`config.mk`:
```
export PLATFORM = sky130hd
export DESIGN_NAME = fetch_stage
export DESIGN_NICKNAME = d
export VERILOG_FILES = /design/src/rtl/cpu_pkg.sv /design/src/rtl/fetch_skid_buf.sv /design/src/rtl/fetch_stage.sv
export SDC_FILE = /design/constraint.sdc
export NUM_CORES = 1
export LEC_CHECK = 0
export ABC_AREA = 1
export BUFFER_PORTS_ARGS = -buffer_cell sky130_fd_sc_hd__buf_2
export CAP_MARGIN = 20
export CORE_UTILIZATION = 49
export DETAILED_ROUTE_END_ITERATION = 6
export PLACE_DENSITY_LB_ADDON = 0.3
export RECOVER_POWER = 100
export SYNTH_ARGS = -nofsm -noshare
export SYNTH_HDL_FRONTEND = slang
export SYNTH_SLANG_ARGS = --single-unit
export TNS_END_PERCENT = 5
```
`constraint.sdc`:
```
create_clock -name clk -period 8.7 [get_ports clk]
set_clock_uncertainty 0.15 [all_clocks]
set_input_delay 1.305 -clock clk [delete_from_list [all_inputs] [get_ports clk]]
set_output_delay 1.305 -clock clk [all_outputs]
set_load 0.01 [all_outputs]
```
`src/rtl/cpu_pkg.sv`:
```
// Shared definitions for the RISC core front end.
// Holds the NOP word injected into flushed pipeline slots, the reset PC,
// the fetch state encoding and the PC increment used by the fetch path.
package cpu_pkg;

    localparam logic [31:0] NOP      = 32'h0000_0000;
    localparam logic [31:0] RESET_PC = 32'h0000_0000;
    localparam logic [31:0] PC_INC   = 32'd4;

    typedef enum logic {
        FETCH   = 1'b0,
        DISCARD = 1'b1
    } fetch_state_t;

    // Sequential successor of a PC; 32-bit modulo so the top word wraps to 0.
    function automatic logic [31:0] next_pc(input logic [31:0] p);
        return p + PC_INC;
    endfunction

endpackage

```
`src/rtl/fetch_skid_buf.sv`:
```
// One-entry {instr, pc} holding buffer for the fetch stage.
// Catches a word that memory delivers while the pipeline is stalled so it
// is neither lost nor re-fetched.
// Ports:
//   clk, reset          clock and asynchronous active-high reset
//   load                capture wr_instr/wr_pc and mark the entry full
//   pop                 release the entry (marks it empty)
//   clear               discard the entry; wins over load and pop
//   wr_instr, wr_pc     word and its address to capture
//   full                entry holds a valid word
//   instr, pc           the held word and its address
module fetch_skid_buf
    import cpu_pkg::*;
(
    input  logic        clk,
    input  logic        reset,
    input  logic        load,
    input  logic        pop,
    input  logic        clear,
    input  logic [31:0] wr_instr,
    input  logic [31:0] wr_pc,
    output logic        full,
    output logic [31:0] instr,
    output logic [31:0] pc
);

    // Clear has priority so a redirect always leaves the buffer empty,
    // even if memory answers in the same cycle.
    always_ff @(posedge clk or posedge reset) begin
        if (reset) begin
            full  <= 1'b0;
            instr <= NOP;
            pc    <= RESET_PC;
        end else if (clear) begin
            full <= 1'b0;
        end else if (load) begin
            full  <= 1'b1;
            instr <= wr_instr;
            pc    <= wr_pc;
        end else if (pop) begin
            full <= 1'b0;
        end
    end

endmodule

```
`src/rtl/fetch_stage.sv`:
```
// Program counter, instruction-memory request logic and the F/D pipeline
// registers of the RISC core.
// Ports:
//   clk, reset                  clock and asynchronous active-high reset
//   stall                       hazard hold; F and D freeze
//   branch_taken/branch_target  redirect from execute
//   load_pc/interrupt_pc        redirect from the interrupt unit (wins over branch)
//   imem_req/imem_addr          fetch request and address (held until accepted)
//   imem_ready/imem_data        request accepted, word valid this cycle
//   f_instr/f_pc/f_valid        F register
//   d_instr/d_pc/d_valid        D register
//   pc                          d_pc + 4, combinational, to the interrupt unit
module fetch_stage
    import cpu_pkg::*;
(
    input  logic        clk,
    input  logic        reset,
    input  logic        stall,
    input  logic        branch_taken,
    input  logic [31:0] branch_target,
    input  logic        load_pc,
    input  logic [31:0] interrupt_pc,
    output logic        imem_req,
    output logic [31:0] imem_addr,
    input  logic        imem_ready,
    input  logic [31:0] imem_data,
    output logic [31:0] f_instr,
    output logic [31:0] f_pc,
    output logic        f_valid,
    output logic [31:0] d_instr,
    output logic [31:0] d_pc,
    output logic        d_valid,
    output logic [31:0] pc
);

    fetch_state_t state, state_next;
    logic [31:0]  fetch_pc, fetch_pc_next;
    logic [31:0]  pending_pc, pending_pc_next;
    logic         active;

    logic         redirect;
    logic [31:0]  redirect_target;
    logic         accepted;
    logic         capture_ok;

    logic         skid_full;
    logic [31:0]  skid_instr;
    logic [31:0]  skid_pc;
    logic         skid_load;
    logic         skid_pop;

    // Interrupt redirect outranks branch redirect; neither is held off by stall.
    assign redirect        = load_pc | branch_taken;
    assign redirect_target = load_pc ? interrupt_pc : branch_target;

    // 'active' keeps the request low during the first cycle out of reset,
    // so a late ready from a transfer cut off by reset is never accepted.
    // In DISCARD the old request stays up until memory finishes it.
    assign imem_req  = active & ((state == DISCARD) | ~skid_full);
    assign imem_addr = fetch_pc;
    assign accepted  = imem_req & imem_ready;

    // A returned word belongs to the current instruction stream only when it
    // was not requested before a redirect and no redirect is flushing now.
    assign capture_ok = accepted & (state == FETCH) & ~redirect;
    assign skid_load  = capture_ok & stall;
    assign skid_pop   = ~redirect & ~stall & skid_full;

    assign pc = next_pc(d_pc);

    fetch_skid_buf u_skid (
        .clk      (clk),
        .reset    (reset),
        .load     (skid_load),
        .pop      (skid_pop),
        .clear    (redirect),
        .wr_instr (imem_data),
        .wr_pc    (imem_addr),
        .full     (skid_full),
        .instr    (skid_instr),
        .pc       (skid_pc)
    );

    // Fetch control: a redirect with an unaccepted request parks the target
    // in pending_pc and waits in DISCARD for the stale transfer to finish.
    always_comb begin
        state_next      = state;
        fetch_pc_next   = fetch_pc;
        pending_pc_next = pending_pc;
        case (state)
            FETCH: begin
                if (redirect) begin
                    if (imem_req && !imem_ready) begin
                        state_next      = DISCARD;
                        pending_pc_next = redirect_target;
                    end else begin
                        fetch_pc_next = redirect_target;
                    end
                end else if (accepted) begin
                    fetch_pc_next = next_pc(fetch_pc);
                end
            end
            DISCARD: begin
                if (accepted) begin
                    state_next    = FETCH;
                    fetch_pc_next = redirect ? redirect_target : pending_pc;
                end else if (redirect) begin
                    pending_pc_next = redirect_target;
                end
            end
        endcase
    end

    // Fetch state register.
    always_ff @(posedge clk or posedge reset) begin
        if (reset) begin
            state      <= FETCH;
            fetch_pc   <= RESET_PC;
            pending_pc <= RESET_PC;
            active     <= 1'b0;
        end else begin
            state      <= state_next;
            fetch_pc   <= fetch_pc_next;
            pending_pc <= pending_pc_next;
            active     <= 1'b1;
        end
    end

    // F/D registers: flush on redirect, freeze on stall, otherwise D takes F
    // and F takes the skid word first, then fresh memory data, else a bubble.
    always_ff @(posedge clk or posedge reset) begin
        if (reset) begin
            f_instr <= NOP;
            f_pc    <= 32'h0;
            f_valid <= 1'b0;
            d_instr <= NOP;
            d_pc    <= 32'h0;
            d_valid <= 1'b0;
        end else if (redirect) begin
            f_instr <= NOP;
            f_pc    <= 32'h0;
            f_valid <= 1'b0;
            d_instr <= NOP;
            d_pc    <= 32'h0;
            d_valid <= 1'b0;
        end else if (!stall) begin
            d_instr <= f_instr;
            d_pc    <= f_pc;
            d_valid <= f_valid;
            if (skid_full) begin
                f_instr <= skid_instr;
                f_pc    <= skid_pc;
                f_valid <= 1'b1;
            end else if (capture_ok) begin
                f_instr <= imem_data;
                f_pc    <= imem_addr;
                f_valid <= 1'b1;
            end else begin
                f_instr <= NOP;
                f_pc    <= 32'h0;
                f_valid <= 1'b0;
            end
        end
    end

endmodule

```
==> results of run 1 <==
[metrics by stage]
step	hold slack [ps]	instance area [µm²]	utilization (%)	cells	power, mW
floorplan	298	12500	-	1446	1.77
global placement	314	14100	56.2	1992	1.93
detailed placement	323	14100	56.2	1992	1.95
CTS	337	15000	59.8	2041	3.11
global route	349	14700	58.7	2044	3.23
finish	334	14700	58.7	2044	3.08
[worst paths after layout]
path	endpoint	slack, ps	cells after the start
min in group asynchronous	d_pc[5]	2090	2
max	f_instr[3]	2690	7
max reg2reg	imem_addr[5]	3490	7
max in group asynchronous	u_skid.full	3860	2
min reg2reg	u_skid.pc[15]	330	2
min	u_skid.pc[15]	330	2
[power groups by stage]
stage,Sequential (mW),Clock (mW),Combinational (mW)
final,1.50,1.16,0.419
after global routing,1.51,1.24,0.477
after CTS,1.49,1.18,0.439
after detailed placement,1.51,0,0.435
after global placement,1.50,0,0.422
after floorplan,1.48,0,0.286
[state kept, by name (all words and copies together), names as in the netlist]
register      cells
d_instr          32
f_pc             32
d_pc             32
pending_pc       32
u_skid.pc        32
u_skid.full       1
active            1
u_skid.instr     32
f_valid           1
imem_addr        32
state             1
d_valid           1
f_instr          32
[per-layer routing]
metal | global-route usage, % | share of wire [%] | vias up
li1 | - | - | 5352
met1 | 41.1 | 47 | 5282
met2 | 42.0 | 45 | 395
met3 | 3.35 | 5.7 | 46
met4 | 7.03 | 2.0 | 0
met5 | 0 | 0 | -
[synthesized netlist by cell type, drive strengths merged (2+ instances only)]
cell type  count  share of area [%]
mux2i         11               0.88
xor2          25                1.8
nor3          11               0.44
nand2        270                8.2
buf           33                1.5
o22ai        102                5.1
ha             2               0.20
nor2         123                3.8
dfrtp        261                 52
a21oi         43                1.8
inv          179                5.4
nand4         21                1.1
o211ai         2               0.12
nand3         84                3.5
a22oi         58                3.5
o21ai        108                4.3
or2            2               0.10
clkbuf        54                1.6
nor4           4               0.20
a31oi         15               0.75
mux2          35                3.5
[logic make-up after synthesis]
logic type	share of synthesized area (%)
mux	4.37
buf+inv	8.46
other cells	0.0300
compound gates	15.7
flops	52.3
fa+ha+maj	0.200
xor+xnor	1.75
simple gates	17.3
[layout by cell type, fill, tap and decap left out, types with 4 or more instances in the layout]
cell type    n
nand2_1    268
clkbuf_1   201
mux2_2      24
nor3_1      11
mux2i_1     11
buf_2      101
clkbuf_8    11
o21ai_0    108
a31oi_1     15
mux2_1      11
nor2_1     120
nand3_1     84
clkbuf_16   27
nor4_1       4
dfrtp_1    260
inv_1      176
a22oi_1     58
xor2_1      25
o22ai_1    102
buf_4        4
a21oi_1     42
nand4_1     21
[critical path: stages]
cell        delay, ps
clkbuf_1         1190
inv_1             770
nand2_1           800
nor2_1            230
clkinvlp_2        790
buf_4             810
o22ai_1           220
[cell type report]
cell class                      count  area, µm²
Tap cell                          330        413
Multi-Input combinational cell    919       4870
Clock inverter                      7       71.3
Clock buffer                       42        842
Antenna cell                        1       2.50
Inverter                          179        674
Sequential cell                   261       6530
Timing Repair Buffer              305       1340
Fill cell                        2466      10400
==> run metrics, run 1 <==
post-cts sizing count=0; number of global-route vias before repair=10465; worst relative slew slack=-228%; Mapped Cells=1446; Top FF cell, synth=dfrtp_1; critical path launch point=load_pc; worst setup margin=2690 ps; H-tree Lvls=1; Max Slew Vio Count=216; status=finished, violations left; post-synthesis sequential area ratio=52.3%; Yosys cell types=35; FF-to-FF Start=u_skid.full; Core Region=25100 µm²; Global Route Usage Sum=27.3%; Fmax=166 MHz; CTS tree=built; CTS Root Cell=clkbuf_16; largest net degree at the start of global routing=153; CTS sink cnt=261; Switching Fraction=28.4%; hold wc startpoint=u_skid.pc[15]; die area=26100 µm²; Vias/cell=5.42; Num CTS Buffers=27; Leak=6.64 nW; wire per inst=17.6 µm; Final min period=6010 ps; ANT nets after route=0; power share of the clock group=37.8%; RSZ-0062 raised after global routing=false; Pre-Repair DR Iteration Count=5; first-pass GRT wire length=57.0 mm; Detailed Place HPWL=25.1 mm; Setup-failing EPs final=0; Initial Utilization=49.8%; power share of the combinational group=13.6%; # port buffers=296; DRT iter0 DRCs=918; maxcap violations=3; Nets=1797; TNS Setup=0 ps; Critical Path RT=8910 ps; Clk Latency, worst-skew pair=530 ps; Setup WS pre-CTS=3860 ps; startpoint types=input pin; Post-CTS Repair Setup Buffers=0; Mapped Area=12500 µm²; Internal=2.21 mW; Least-Margin Pin Slew=4890 ps; share of layout cells above drive strength 1=11.0%; CP Capture Type=register; IO Pins=297; drc violations=0; Yosys reg bits=261; number of synthesized flops with an enable pin=0; failing checks=capacitance limit, slew limit; Max IR drop VDD=0.111 mV; WP data arrival=6220 ps; synthesis warning total=0; critical path fanouts, max=93; GR Overflow Total=0; CTS Hold Bufs=0; endpoints failing hold=0; period utilization=69.1%; Reg clk slew, reported paths=60 ps; Crit Path Class=input pin to register; Max clock buf depth=3; Die Height=162 µm; row cnt=58; initial antenna violation count=1; ys async rst share=100%; Placer Congestion=0.950; chip width=162 µm; min-delay worst type=register to register; final WL=36.1 mm; Post-Syn Area per Cell=8.64 µm²; syn_nets=1550; Switch Pwr=874 µW; Flop pwr share=48.6%; PwrDens=209 nW/µm²; synth-to-layout area growth=18.0%; detailed-route via count=11075
Note: power is estimated with default switching activity, not from simulation.
==> run 2, diff against run 1 <==
--- a/config.mk
+++ b/config.mk
@@ -8,7 +8,7 @@
 export ABC_AREA = 1
 export BUFFER_PORTS_ARGS = -buffer_cell sky130_fd_sc_hd__buf_2
 export CAP_MARGIN = 20
-export CORE_UTILIZATION = 49
+export CORE_UTILIZATION = 54
 export DETAILED_ROUTE_END_ITERATION = 6
 export PLACE_DENSITY_LB_ADDON = 0.3
 export RECOVER_POWER = 100
==> constraint.sdc (replaced) <==
create_clock -name clk -period 5.9 [get_ports clk]
set_clock_uncertainty 0.15 [all_clocks]
set_input_delay 0.885 -clock clk [delete_from_list [all_inputs] [get_ports clk]]
set_output_delay 0.885 -clock clk [all_outputs]
set_load 0.01 [all_outputs]
==> run 2 against run 1 <==
Effect of this change:
- global-route usage is 2.3 points higher
- largest power group unchanged
- critical endpoint is now pending_pc[18]
- clock-buffer cell count is 1 lower
- the flow still finishes with violations (capacitance limit, slew limit)
- worst setup slack worse by 1300 ps
- highest routed layer unchanged
==> run metrics, run 2 (synthesis results as in run 1) <==
Post-CTS Repair Setup Buffers=0 (unchanged); CTS Hold Bufs=0 (unchanged); Least-Margin Pin Slew=3610 ps (-1270 ps); Reg clk slew, reported paths=60 ps (about the same); Nets=1800 (+0.17%); status=finished, violations left; CTS Root Cell=clkbuf_16; Leak=6.61 nW (-0.42%); ANT nets after route=0 (unchanged); Fmax=222 MHz; Crit Path Class=input pin to register; critical path fanouts, max=52 (-44%); Num CTS Buffers=27 (unchanged); detailed-route via count=11178 (+0.93%); period utilization=76.4%; Setup-failing EPs final=0 (unchanged); drc violations=0 (unchanged); worst setup margin=1390 ps (-1300 ps); CTS tree=built; endpoints failing hold=0 (unchanged); synth-to-layout area growth=17.2%; Core Region=22600 µm² (-9.8%); Global Route Usage Sum=29.7% (+2.3 points); wire per inst=17.6 µm (-0.21%); TNS Setup=0 ps (unchanged); GR Overflow Total=0 (unchanged); die area=23800 µm² (-9.1%); IO Pins=297 (unchanged); share of layout cells above drive strength 1=11.1% (+0.11 points); # port buffers=296 (unchanged); PwrDens=304 nW/µm² (+46%); Max IR drop VDD=0.178 mV (+60%); hold path cells=2 (unchanged); Pre-Repair DR Iteration Count=6 (+1); most common library cell in the layout ignoring fill and taps=nand2_1; Fillers=2055 (-17%); Max clock buf depth=3 (unchanged); CTS sink cnt=261 (unchanged); Clk Latency, worst-skew pair=530 ps (about the same); Initial Utilization=55.2% (+5.4 points); post-cts sizing count=0 (unchanged); number of global-route vias before repair=10567 (+0.97%); WP data arrival=4790 ps (-1430 ps); most frequent cells in the layout=267 x nand2_1, 260 x dfrtp_1, 205 x clkbuf_1; path depth of the worst reg2reg path=8 (+1); Die Height=154 µm (-4.7%); first-pass GRT wire length=56.2 mm (-1.2%); CP Capture Type=register; Detailed Place HPWL=24.3 mm (-3.1%); Max Slew Vio Count=242 (+12%); row cnt=55 (-5.2%); Critical Path RT=6190 ps (-2720 ps); RSZ-0062 raised after global routing=false; startpoint types=input pin; failing checks=capacitance limit, slew limit; largest net degree at the start of global routing=148 (-3.3%); Placer Congestion=0.917 (-3.5%); DRT iter0 DRCs=862 (-6.1%); Register Area=6530 µm² (unchanged); chip width=154 µm (-4.7%); min-delay worst type=register to register; Vias/cell=5.59 (+3.2%); worst relative slew slack=-141% (+87 points); final WL=35.2 mm (-2.4%); Final min period=4510 ps; H-tree Lvls=1 (unchanged); maxcap violations=3 (unchanged); initial antenna violation count=1 (unchanged); Setup WS pre-CTS=1490 ps (-2370 ps); placed cell areas=14100 µm² (-0.22%); area occupied by multi-input gates=4900 µm² (+0.49%); design area=14600 µm² (-0.70%)
run 2: cell types whose count changed in the layout (fill, tap and decap cells not counted), moves of 2 or more:
cell        delta
clkbuf_8       -6
buf_4          +5
buf_12         -2
clkinvlp_2     -2
nand3_1        -2
clkbuf_1       +4
run 2: power breakdown:
part,internal (mW),total [mW],switching [mW],leakage (nW)
Sequential,2.01,2.20,0.195,3.43
Combinational,0.224,0.626,0.401,2.77
Clock,0.948,1.62,0.676,0.414
Total,3.18,4.45,1.27,6.61
run 2: cell type report:
class,instances,share of cell area [%]
Tap cell,285,2.44
Timing Repair Buffer,308,9.11
Multi-Input combinational cell,919,33.5
Clock buffer,41,5.32
Clock inverter,6,0.427
Antenna cell,1,0.0171
Sequential cell,261,44.6
Inverter,179,4.62
run 2: path summary, 6_finish.rpt:
path                                from              to  slack (ps)
max                              load_pc  pending_pc[18]        1390
max in group asynchronous          reset     u_skid.full        1730
min reg2reg                u_skid.pc[29]   u_skid.pc[29]         330
max reg2reg                  u_skid.full   imem_addr[27]        2980
min in group asynchronous          reset         d_pc[6]        1390
min                        u_skid.pc[29]   u_skid.pc[29]         330
run 2: worst max-delay path, stage by stage:
cell,delay [ps]
clkbuf_1,1160
inv_2,460
nand2_2,530
nor2_4,230
inv_1,460
nand3_2,270
nor2_4,270
buf_12,250
nor2_1,70
a31oi_1,160
run 2: metal layers:
layer  track usage [%]  share of wire [%]
met1              42.9                 44
met4              9.14                2.5
met3              4.82                7.2
met2              46.0                 46
met5                 0                  0
run 2: through the flow:
stage / instances / total power [mW] / hold WS, ps / utilization (%)
2_1_floorplan: 1446 / 2.61 / 298 / -
3_3_place_gp: 1951 / 2.83 / 315 / 62.2
3_5_place_dp: 1951 / 2.86 / 323 / 62.2
4_1_cts: 1998 / 4.49 / 338 / 65.9
5_1_grt: 2000 / 4.66 / 354 / 64.7
6_report: 2000 / 4.45 / 334 / 64.7
==> run 3, diff against run 2 <==
--- a/config.mk
+++ b/config.mk
@@ -8,7 +8,7 @@
 export ABC_AREA = 1
 export BUFFER_PORTS_ARGS = -buffer_cell sky130_fd_sc_hd__buf_2
 export CAP_MARGIN = 20
-export CORE_UTILIZATION = 54
+export CORE_UTILIZATION = 49
 export DETAILED_ROUTE_END_ITERATION = 6
 export PLACE_DENSITY_LB_ADDON = 0.3
 export RECOVER_POWER = 100
==> constraint.sdc (replaced) <==
create_clock -name clk -period 3.9 [get_ports clk]
set_clock_uncertainty 0.15 [all_clocks]
set_input_delay 0.585 -clock clk [delete_from_list [all_inputs] [get_ports clk]]
set_output_delay 0.585 -clock clk [all_outputs]
set_load 0.01 [all_outputs]
==> run 3 against run 2 <==
Effect of this change:
- final cell count is 2.6% higher
- the run still ends with capacitance limit, slew limit left
- critical endpoint is now imem_addr[19]
- core utilization shrank 6.1 points
- via count did not move
- critical path depth unchanged
- register-to-register slack lost 2400 ps
- largest cell class unchanged
- critical path type unchanged
==> run metrics, run 3 (synthesis results as in run 1) <==
status=finished, violations left; failing checks=capacitance limit, slew limit; Detailed Place HPWL=25.0 mm (+2.5%); Critical Path RT=4180 ps (-2010 ps); ANT nets after route=0 (unchanged); Initial Utilization=49.8% (-5.4 points); PwrDens=456 nW/µm² (+50%); CP Capture Type=register; worst setup margin=426 ps (-967 ps); Max IR drop VDD=0.248 mV (+39%); number of global-route vias before repair=10474 (-0.88%); GR Overflow Total=0 (unchanged); path depth of the worst reg2reg path=7 (-1); Nets=1807 (+0.39%); die area=26100 µm² (+10%); Switching Fraction=28.8% (+0.19 points); # port buffers=296 (unchanged); Final min period=3470 ps; overall power=6.71 mW (+51%); Placer Congestion=0.955 (+4.1%); H-tree Lvls=1 (unchanged); synth-to-layout area growth=17.7%; WP data arrival=3750 ps (-1040 ps); CTS tree=built; share of layout cells above drive strength 1=11.0% (-0.16 points); Core Region=25100 µm² (+11%); detailed-route via count=11178 (unchanged); Setup WS pre-CTS=748 ps (-740 ps); Clk Latency, worst-skew pair=550 ps (+20 ps); worst r2r dst=pending_pc[19]; critical path's slowest cell=o21ai_0; FF-to-FF Start=u_skid.full; Crit Path Class=input pin to register; Fmax=288 MHz; Crit path top cell by count=nand2_1; Leak=6.62 nW (about the same); Num CTS Buffers=27 (unchanged); Flop pwr share=49.4% (about the same); Max Slew Vio Count=102 (-58%); Die Height=162 µm (+4.9%); power share of the clock group=36.6% (about the same); startpoint types=input pin; Pre-Repair DR Iteration Count=6 (unchanged); CTS sink cnt=261 (unchanged); Least-Margin Pin Slew=1590 ps (-2020 ps); Vias/cell=5.45 (-2.5%); row cnt=58 (+5.5%); RSZ-0062 raised after global routing=false; DRT iter0 DRCs=1019 (+18%); Post-CTS Repair Setup Buffers=0 (unchanged); slowest stage delay, CP=860 ps (-300 ps); maxcap violations=3 (unchanged); largest net degree at the start of global routing=99 (-33%); most frequent cells in the layout=268 x nand2_1, 260 x dfrtp_1, 210 x clkbuf_1; hold_ws=119 ps (-215 ps); power share of the combinational group=14.0% (about the same); most common library cell in the layout ignoring fill and taps=nand2_1; crit path to=imem_addr[19]; worst relative slew slack=-6.17% (+130 points); chip width=162 µm (+4.9%); post-cts sizing count=0 (unchanged); TNS Setup=0 ps (unchanged); R2R setup slack=550 ps (-2430 ps); min-delay worst type=input pin to register; critical path fanouts, max=27 (-48%); Setup-failing EPs final=0 (unchanged); critical path launch point=load_pc; CTS Hold Bufs=0 (unchanged); first-pass GRT wire length=56.8 mm (+1.0%); endpoints failing hold=0 (unchanged); wire per inst=17.5 µm (-0.71%); Ant. Diodes=0 (-1); initial antenna violation count=0 (-1); Internal=4.78 mW (+50%); Reg clk slew, reported paths=60 ps (about the same); IO Pins=297 (unchanged); Switch Pwr=1.93 mW (+52%); cell chain of the critical path=buf_2 -> inv_1 -> nand2_1 -> buf_4 -> nand2_1 -> o21ai_0 -> inv_1 -> a21oi_1 -> or2_2 -> nand2_1; Final Util=58.6% (-6.1 points); Max clock buf depth=3 (unchanged); period utilization=89.1%; Global Route Usage Sum=27.2% (-2.4 points); final WL=35.9 mm (+1.8%); CTS Root Cell=clkbuf_16; drc violations=0 (unchanged)
[run 3: area by class of cell]
type	instances	area (µm²)
fill	2406	10400
sequential	261	6530
multi-input combinational	919	4870
timing repair buffer	315	1390
clock buffer	40	754
inverter	179	674
tap	330	413
clock inverter	7	77.6
[run 3: how the worst min path moves through the flow]
stage | start | to | slack, ps | cells after the start
detailed placement | pending_pc[1] | pending_pc[1] | 320 | 2
global placement | pending_pc[1] | pending_pc[1] | 310 | 2
floorplan | pending_pc[0] | pending_pc[0] | 300 | 2
global route | imem_data[6] | u_skid.instr[6] | 120 | 2
finish | imem_data[3] | u_skid.instr[3] | 120 | 2
CTS | reset | d_pc[20] | 10 | 2
[run 3: metrics by stage]
stage	instances	instance area [µm²]
floorplan	1446	12500
global placement	2004	14200
detailed placement	2004	14200
CTS	2051	15100
global route	2051	14700
finish	2051	14700
[run 3: layer usage]
layer,share of wire [%],vias up,GRT usage [%]
li1,-,5377,-
met1,47,5300,41.1
met2,44,443,40.2
met3,6.9,58,4.03
met4,2.4,0,8.88
met5,0,-,0
[run 3: power groups by stage]
stage | sequential [mW] | combinational, mW | clock (mW)
finish | 3.32 | 0.937 | 2.46
global placement | 3.34 | 0.960 | 0
floorplan | 3.31 | 0.639 | 0
CTS | 3.31 | 0.991 | 2.51
detailed placement | 3.36 | 0.983 | 0
global route | 3.36 | 1.07 | 2.63
[run 3: critical path, delay by kind of cell]
family | cells | cell delay, ps
AOI/OAI and AO/OA | 2 | 1240
buffers and inverters | 4 | 1400
and+or+nand+nor | 4 | 530
